File: src/rtl/multicycle_ctrl_if.sv
// multicycle_ctrl_if: control/status bundle between the multicycle controller and the MIPS datapath
interface multicycle_ctrl_if;
  logic [5:0] op;
  logic [5:0] funct;
  logic       zero;
  logic       mem_ready;
  logic       mem_req;
  logic       mem_we;
  logic       IorD;
  logic       IRWrite;
  logic       PCWrite;
  logic [1:0] PCSrc;
  logic       RegWrite;
  logic [1:0] RegDst;
  logic [1:0] MemtoReg;
  logic       ALUSrc;
  logic       EXTop;
  logic [2:0] ALUop;
  modport master (
    input  op, funct, zero, mem_ready,
    output mem_req, mem_we, IorD, IRWrite, PCWrite, PCSrc, RegWrite, RegDst, MemtoReg, ALUSrc, EXTop, ALUop
  );
  modport slave (
    output op, funct, zero, mem_ready,
    input  mem_req, mem_we, IorD, IRWrite, PCWrite, PCSrc, RegWrite, RegDst, MemtoReg, ALUSrc, EXTop, ALUop
  );
endinterface

File: src/rtl/multicycle_ctrl.sv
// multicycle_ctrl: FETCH/DECODE/EXEC/MEM/WB sequencer for a multi-cycle MIPS datapath with a shared memory port
module multicycle_ctrl (
  input  logic                 clk,
  input  logic                 reset,
  multicycle_ctrl_if.master    bus,
  output logic [2:0]           state
);
  typedef enum logic [2:0] {FETCH = 3'd0, DECODE = 3'd1, EXEC = 3'd2, MEM = 3'd3, WB = 3'd4} state_t;
  state_t state_q, state_d;
  logic is_r, is_addu, is_subu, is_sll, is_jr, is_ori, is_lw, is_sw, is_beq, is_lui, is_j, is_jal, known;
  logic [4:0] alu_ctl;
  logic       mem_req, mem_we, iord, ir_write, pc_write, reg_write;
  logic [1:0] pc_src, reg_dst, mem_to_reg;
  always_comb begin
    is_r    = bus.op == 6'b000000;
    is_addu = is_r && bus.funct == 6'b100001;
    is_subu = is_r && bus.funct == 6'b100011;
    is_sll  = is_r && bus.funct == 6'b000000;
    is_jr   = is_r && bus.funct == 6'b001000;
    is_ori  = bus.op == 6'b001101;
    is_lw   = bus.op == 6'b100011;
    is_sw   = bus.op == 6'b101011;
    is_beq  = bus.op == 6'b000100;
    is_lui  = bus.op == 6'b001111;
    is_j    = bus.op == 6'b000010;
    is_jal  = bus.op == 6'b000011;
    known   = is_addu | is_subu | is_sll | is_jr | is_ori | is_lw | is_sw | is_beq | is_lui | is_j | is_jal;
    // {ALUop, ALUSrc, EXTop}
    alu_ctl = is_addu ? 5'b010_0_0 :
              (is_subu | is_beq) ? 5'b110_0_0 :
              is_sll ? 5'b011_0_0 :
              is_ori ? 5'b001_1_1 :
              is_lui ? 5'b111_1_0 :
              (is_lw | is_sw) ? 5'b010_1_0 : 5'b000_0_0;
  end
  always_comb begin
    state_d    = FETCH;
    mem_req    = 1'b0;
    mem_we     = 1'b0;
    iord       = 1'b0;
    ir_write   = 1'b0;
    pc_write   = 1'b0;
    pc_src     = 2'b00;
    reg_write  = 1'b0;
    reg_dst    = 2'b00;
    mem_to_reg = 2'b00;
    case (state_q)
      FETCH: begin
        mem_req  = 1'b1;
        ir_write = bus.mem_ready;
        pc_write = bus.mem_ready;
        state_d  = bus.mem_ready ? DECODE : FETCH;
      end
      DECODE: begin
        pc_write   = is_j | is_jal | is_jr;
        pc_src     = is_jr ? 2'b11 : (is_j | is_jal) ? 2'b10 : 2'b00;
        reg_write  = is_jal;
        reg_dst    = is_jal ? 2'b10 : 2'b00;
        mem_to_reg = is_jal ? 2'b10 : 2'b00;
        state_d    = (is_j | is_jal | is_jr | !known) ? FETCH : EXEC;
      end
      EXEC: begin
        pc_write = is_beq & bus.zero;
        pc_src   = is_beq ? 2'b01 : 2'b00;
        state_d  = is_beq ? FETCH : (is_lw | is_sw) ? MEM : WB;
      end
      MEM: begin
        mem_req = 1'b1;
        iord    = 1'b1;
        mem_we  = is_sw;
        state_d = !bus.mem_ready ? MEM : is_lw ? WB : FETCH;
      end
      WB: begin
        reg_write  = 1'b1;
        reg_dst    = (is_addu | is_subu | is_sll) ? 2'b01 : 2'b00;
        mem_to_reg = is_lw ? 2'b01 : 2'b00;
      end
      default: state_d = FETCH;
    endcase
  end
  always_ff @(posedge clk)
    state_q <= reset ? FETCH : state_d;
  logic alu_live;
  assign alu_live     = !reset && (state_q == DECODE || state_q == EXEC || state_q == MEM || state_q == WB);
  assign state        = state_q;
  assign bus.mem_req  = !reset & mem_req;
  assign bus.mem_we   = !reset & mem_we;
  assign bus.IorD     = !reset & iord;
  assign bus.IRWrite  = !reset & ir_write;
  assign bus.PCWrite  = !reset & pc_write;
  assign bus.PCSrc    = reset ? 2'b00 : pc_src;
  assign bus.RegWrite = !reset & reg_write;
  assign bus.RegDst   = reset ? 2'b00 : reg_dst;
  assign bus.MemtoReg = reset ? 2'b00 : mem_to_reg;
  assign bus.ALUop    = alu_live ? alu_ctl[4:2] : 3'b000;
  assign bus.ALUSrc   = alu_live & alu_ctl[1];
  assign bus.EXTop    = alu_live & alu_ctl[0];
endmodule

File: src/flat_wrapper.sv
// flat-port wrapper written by rule: the top's interface ports become plain ports
module multicycle_ctrl_flat 
  (clk, reset, state, bus_op, bus_funct, bus_zero, bus_mem_ready, bus_mem_req, bus_mem_we, bus_IorD, bus_IRWrite, bus_PCWrite, bus_PCSrc, bus_RegWrite, bus_RegDst, bus_MemtoReg, bus_ALUSrc, bus_EXTop, bus_ALUop);
  multicycle_ctrl_if bus_i ();
  input  logic clk;
  input  logic reset;
  output logic [2:0] state;
  input wire logic [$bits(bus_i.op)-1:0] bus_op;
  input wire logic [$bits(bus_i.funct)-1:0] bus_funct;
  input wire logic [$bits(bus_i.zero)-1:0] bus_zero;
  input wire logic [$bits(bus_i.mem_ready)-1:0] bus_mem_ready;
  output wire logic [$bits(bus_i.mem_req)-1:0] bus_mem_req;
  output wire logic [$bits(bus_i.mem_we)-1:0] bus_mem_we;
  output wire logic [$bits(bus_i.IorD)-1:0] bus_IorD;
  output wire logic [$bits(bus_i.IRWrite)-1:0] bus_IRWrite;
  output wire logic [$bits(bus_i.PCWrite)-1:0] bus_PCWrite;
  output wire logic [$bits(bus_i.PCSrc)-1:0] bus_PCSrc;
  output wire logic [$bits(bus_i.RegWrite)-1:0] bus_RegWrite;
  output wire logic [$bits(bus_i.RegDst)-1:0] bus_RegDst;
  output wire logic [$bits(bus_i.MemtoReg)-1:0] bus_MemtoReg;
  output wire logic [$bits(bus_i.ALUSrc)-1:0] bus_ALUSrc;
  output wire logic [$bits(bus_i.EXTop)-1:0] bus_EXTop;
  output wire logic [$bits(bus_i.ALUop)-1:0] bus_ALUop;
  assign bus_i.op = bus_op;
  assign bus_i.funct = bus_funct;
  assign bus_i.zero = bus_zero;
  assign bus_i.mem_ready = bus_mem_ready;
  assign bus_mem_req = bus_i.mem_req;
  assign bus_mem_we = bus_i.mem_we;
  assign bus_IorD = bus_i.IorD;
  assign bus_IRWrite = bus_i.IRWrite;
  assign bus_PCWrite = bus_i.PCWrite;
  assign bus_PCSrc = bus_i.PCSrc;
  assign bus_RegWrite = bus_i.RegWrite;
  assign bus_RegDst = bus_i.RegDst;
  assign bus_MemtoReg = bus_i.MemtoReg;
  assign bus_ALUSrc = bus_i.ALUSrc;
  assign bus_EXTop = bus_i.EXTop;
  assign bus_ALUop = bus_i.ALUop;
  multicycle_ctrl u_core (.clk(clk), .reset(reset), .bus(bus_i), .state(state));
endmodule
File: config.mk
export PLATFORM = sky130hd
export DESIGN_NAME = multicycle_ctrl_flat
export DESIGN_NICKNAME = d
export VERILOG_FILES = /design/src/rtl/multicycle_ctrl_if.sv /design/src/rtl/multicycle_ctrl.sv /design/src/flat_wrapper.sv
export SDC_FILE = /design/constraint.sdc
export NUM_CORES = 1
export LEC_CHECK = 0
export CAP_MARGIN = 15
export CORE_UTILIZATION = 35
export DETAILED_ROUTE_END_ITERATION = 8
export PLACE_DENSITY = 0.78
export RECOVER_POWER = 50
export SLEW_MARGIN = 0
export SYNTH_ARGS = -nofsm -noshare
export SYNTH_HDL_FRONTEND = slang
export SYNTH_SLANG_ARGS = --single-unit
File: constraint.sdc
create_clock -name clk -period 2 [get_ports clk]
set_input_delay 0.2 -clock clk [delete_from_list [all_inputs] [get_ports clk]]
set_output_delay 0.2 -clock clk [all_outputs]
set_load 0.02 [all_outputs]
==> results.yml <==
run_status:
  status: "finished, violations left"
  violations: "design-rule violations"
clocking:
  path_clk_slew_ps: 40
  cts_made_buffers: 3
  clock_latency_ps: 230
  cts-root-buf: "clkbuf_4"
  cts.htree.levels: 1
  clk_path_buf_depth: 2
  cts_tree: "built"
  cts_sinks: 3
sta:
  worstMarginPinSlew_ps: 285.8
  relSlewSlack_pct: 80.79
  drv_slew: 0
  final-hold-violation-count: 0
  post-route-period-util_pct: 95.81
  skew_ps: 0.7871
  min_period_ps: 1916
  worst_slack_ps: 83.87
  finalSetupViolations: 0
  fin_tns_setup_ps: 0
  max_freq_mhz: 521.9
yosys:
  ys_types: 37
  yosysWarningCount: 0
  synthArstFlopShare_pct: 0
  ys_seq_elements: 3
  synth-xor-area-share_pct: 0
  synth_ff_type: "dfxtp_1"
  synth_cells: 78
  synth_top_family_by_area: "simple AND/OR/NAND/NOR gates"
  synth_compound_area_share_pct: 25.11
  synth_adder_area_share_pct: 0
  syn_area_sq_um: 558.0
  synth-edff-count: 0
  ys_seq_area_share_pct: 10.76
  synth_mux_area_share_pct: 3.812
  synth_simple_gate_area_share_pct: 54.93
  syn-num-nets: 94
  syn_avg_cell_area_sq_um: 7.154
die:
  core_sq_mm: 0.001489
  initial_utilization_pct: 37.48
  io_pins: 36
  die_w_microns: 41.93
  die_h_microns: 41.93
  dieArea_sq_mm: 0.001758
  num_rows: 14
critical_path:
  worstPathArrival_ps: 1720
  path_class: "primary input to output port"
  worstPathMaxFanout: 2
  worst_setup_path_end_kind: "output port"
  required_ps: 1800
  cp-start-kind: "primary input"
routing:
  wire_per_inst_microns: 15.63
  wl_microns: 2595
  ant_nets: 0
  vias_per_cell: 5.506
  drtIter0Drc: 13
  drc: 1
  first_pass_iters: 6
  vias: 914
placement:
  place_area_sq_mm: 0.001167
  port_buffers: 35
  dp_slack_ps: -733.4
  gp_congestion: 0.8932
  dp_hpwl_microns: 1883
global_routing:
  grt_usage_pct: 28.29
  grt_pass1_vias: 936
  grt_overflow: 0
  grt_max_degree: 9
  grt_pass1_wl_microns: 3905
  antenna_found_initial: 0
power:
  power_density_mw_per_mm2: 258.1
  leakage_nw: 0.5791
  fin_total_pwr_mw: 0.3190
  peakVddDrop_uv: 417.7
layout:
  drive_above_1_share_pct: 52.00
  areaGrowthSynthToFinish_pct: 121.5
  finalNetCount: 167
  fin_area_sq_mm: 0.001236
  antenna_cells: 0
  largest_register_ff_count: 3
min_path:
  worstHoldPathType: "flip-flop to flip-flop"
job:
  cap_violations: 0
-- cell usage after synthesis, types with 2 or more instances --
cell type	number	area (sq um)
o21a_1	2	15.01
nand2_1	6	22.52
and3_2	3	22.52
a21oi_1	8	40.04
buf_4	2	15.01
nand4_1	2	12.51
nor3_1	9	45.04
dfxtp_1	3	60.06
and3_1	3	18.77
nor4_1	3	18.77
nor2_1	6	22.52
nand3_1	2	10.01
and2_1	2	12.51
or3_1	3	18.77
o21ai_0	2	10.01
-- logic make-up (layout without fill, tap and decap cells) --
kind of cell	after synthesis	in the layout
buffers and inverters	4	76
muxes	2	2
AOI/OAI and AO/OA	18	18
DFF	3	3
and+or+nand+nor	51	51
-- what timing repair did --
item,CTS,global route
setup endpoints to repair,16,11
resized for setup,81,13
setup buffers,1,1
hold buffers,0,0
pin swaps,7,5
gates cloned,0,0
-- metal layers --
metal  wire, microns  share of wire (%)  global-route usage [%]  vias to the layer above
met5               0                  0                       0                        -
met4               0                  0                   1.935                        0
met1            1098                 42                   33.07                      437
li1                -                  -                       -                      451
met3              88                3.4                   3.913                        0
met2            1408                 54                   55.63                       26
-- cell usage in the layout, fill, tap and decap left out, drive strengths merged, types with 2 or more instances in the layout --
cell type	synthesis	final
nand2	7	7
dlygate4sd2	0	7
dlygate4sd3	0	3
and2	2	2
nor2	6	6
and3	6	6
nand4	2	2
nor3	9	9
o21a	2	2
clkdlybuf4s50	0	4
clkbuf	0	8
a21oi	8	8
or4	2	2
nor4	4	4
nand3	2	2
or3	3	3
buf	3	43
o21ai	2	2
dfxtp	3	3
dlymetal6s2s	0	4
clkdlybuf4s15	0	6
-- worst paths after layout --
kind / startpoint / to / slack, ps / cells after the start
worst max register to register: u_core.state[0]$_SDFF_PP0_ / u_core.state[1]$_SDFF_PP0_ / 520 / 6
worst max-delay path: bus_funct[2] / bus_ALUop[1] / 80 / 6
worst min register to register: u_core.state[1]$_SDFF_PP0_ / u_core.state[0]$_SDFF_PP0_ / 660 / 2
worst min-delay path: u_core.state[1]$_SDFF_PP0_ / u_core.state[0]$_SDFF_PP0_ / 660 / 2
-- stage by stage --
step	std cells	hold slack, ps	util [%]
3_5_place_dp	160	624.3	78.40
3_3_place_gp	160	619.7	78.40
4_1_cts	165	613.0	81.68
6_report	166	656.1	83.03
5_1_grt	166	666.3	83.03
2_1_floorplan	78	382.5	-
-- final cells by class --
cell class                      instances  area, sq um
Sequential cell                         3        60.06
Tap cell                               16        20.02
Timing Repair Buffer                   71        580.6
Clock buffer                            4        26.28
Inverter                                1        3.754
Multi-Input combinational cell         71        545.5
Fill cell                              93        252.7
-- power by group --
part | total [mW] | internal, mW | switching [mW]
clock network | 0.108 | 0.0749 | 0.0335
logic | 0.148 | 0.0769 | 0.0706
registers | 0.0631 | 0.0617 | 0.00147
-- critical path, cell delays in order --
cell             delay [ps]
clkdlybuf4s15_1         180
or4_4                   560
a2111oi_4               360
nor2_1                   90
a21oi_2                 190
buf_6                   140
Note: power is estimated with default switching activity, not from simulation.
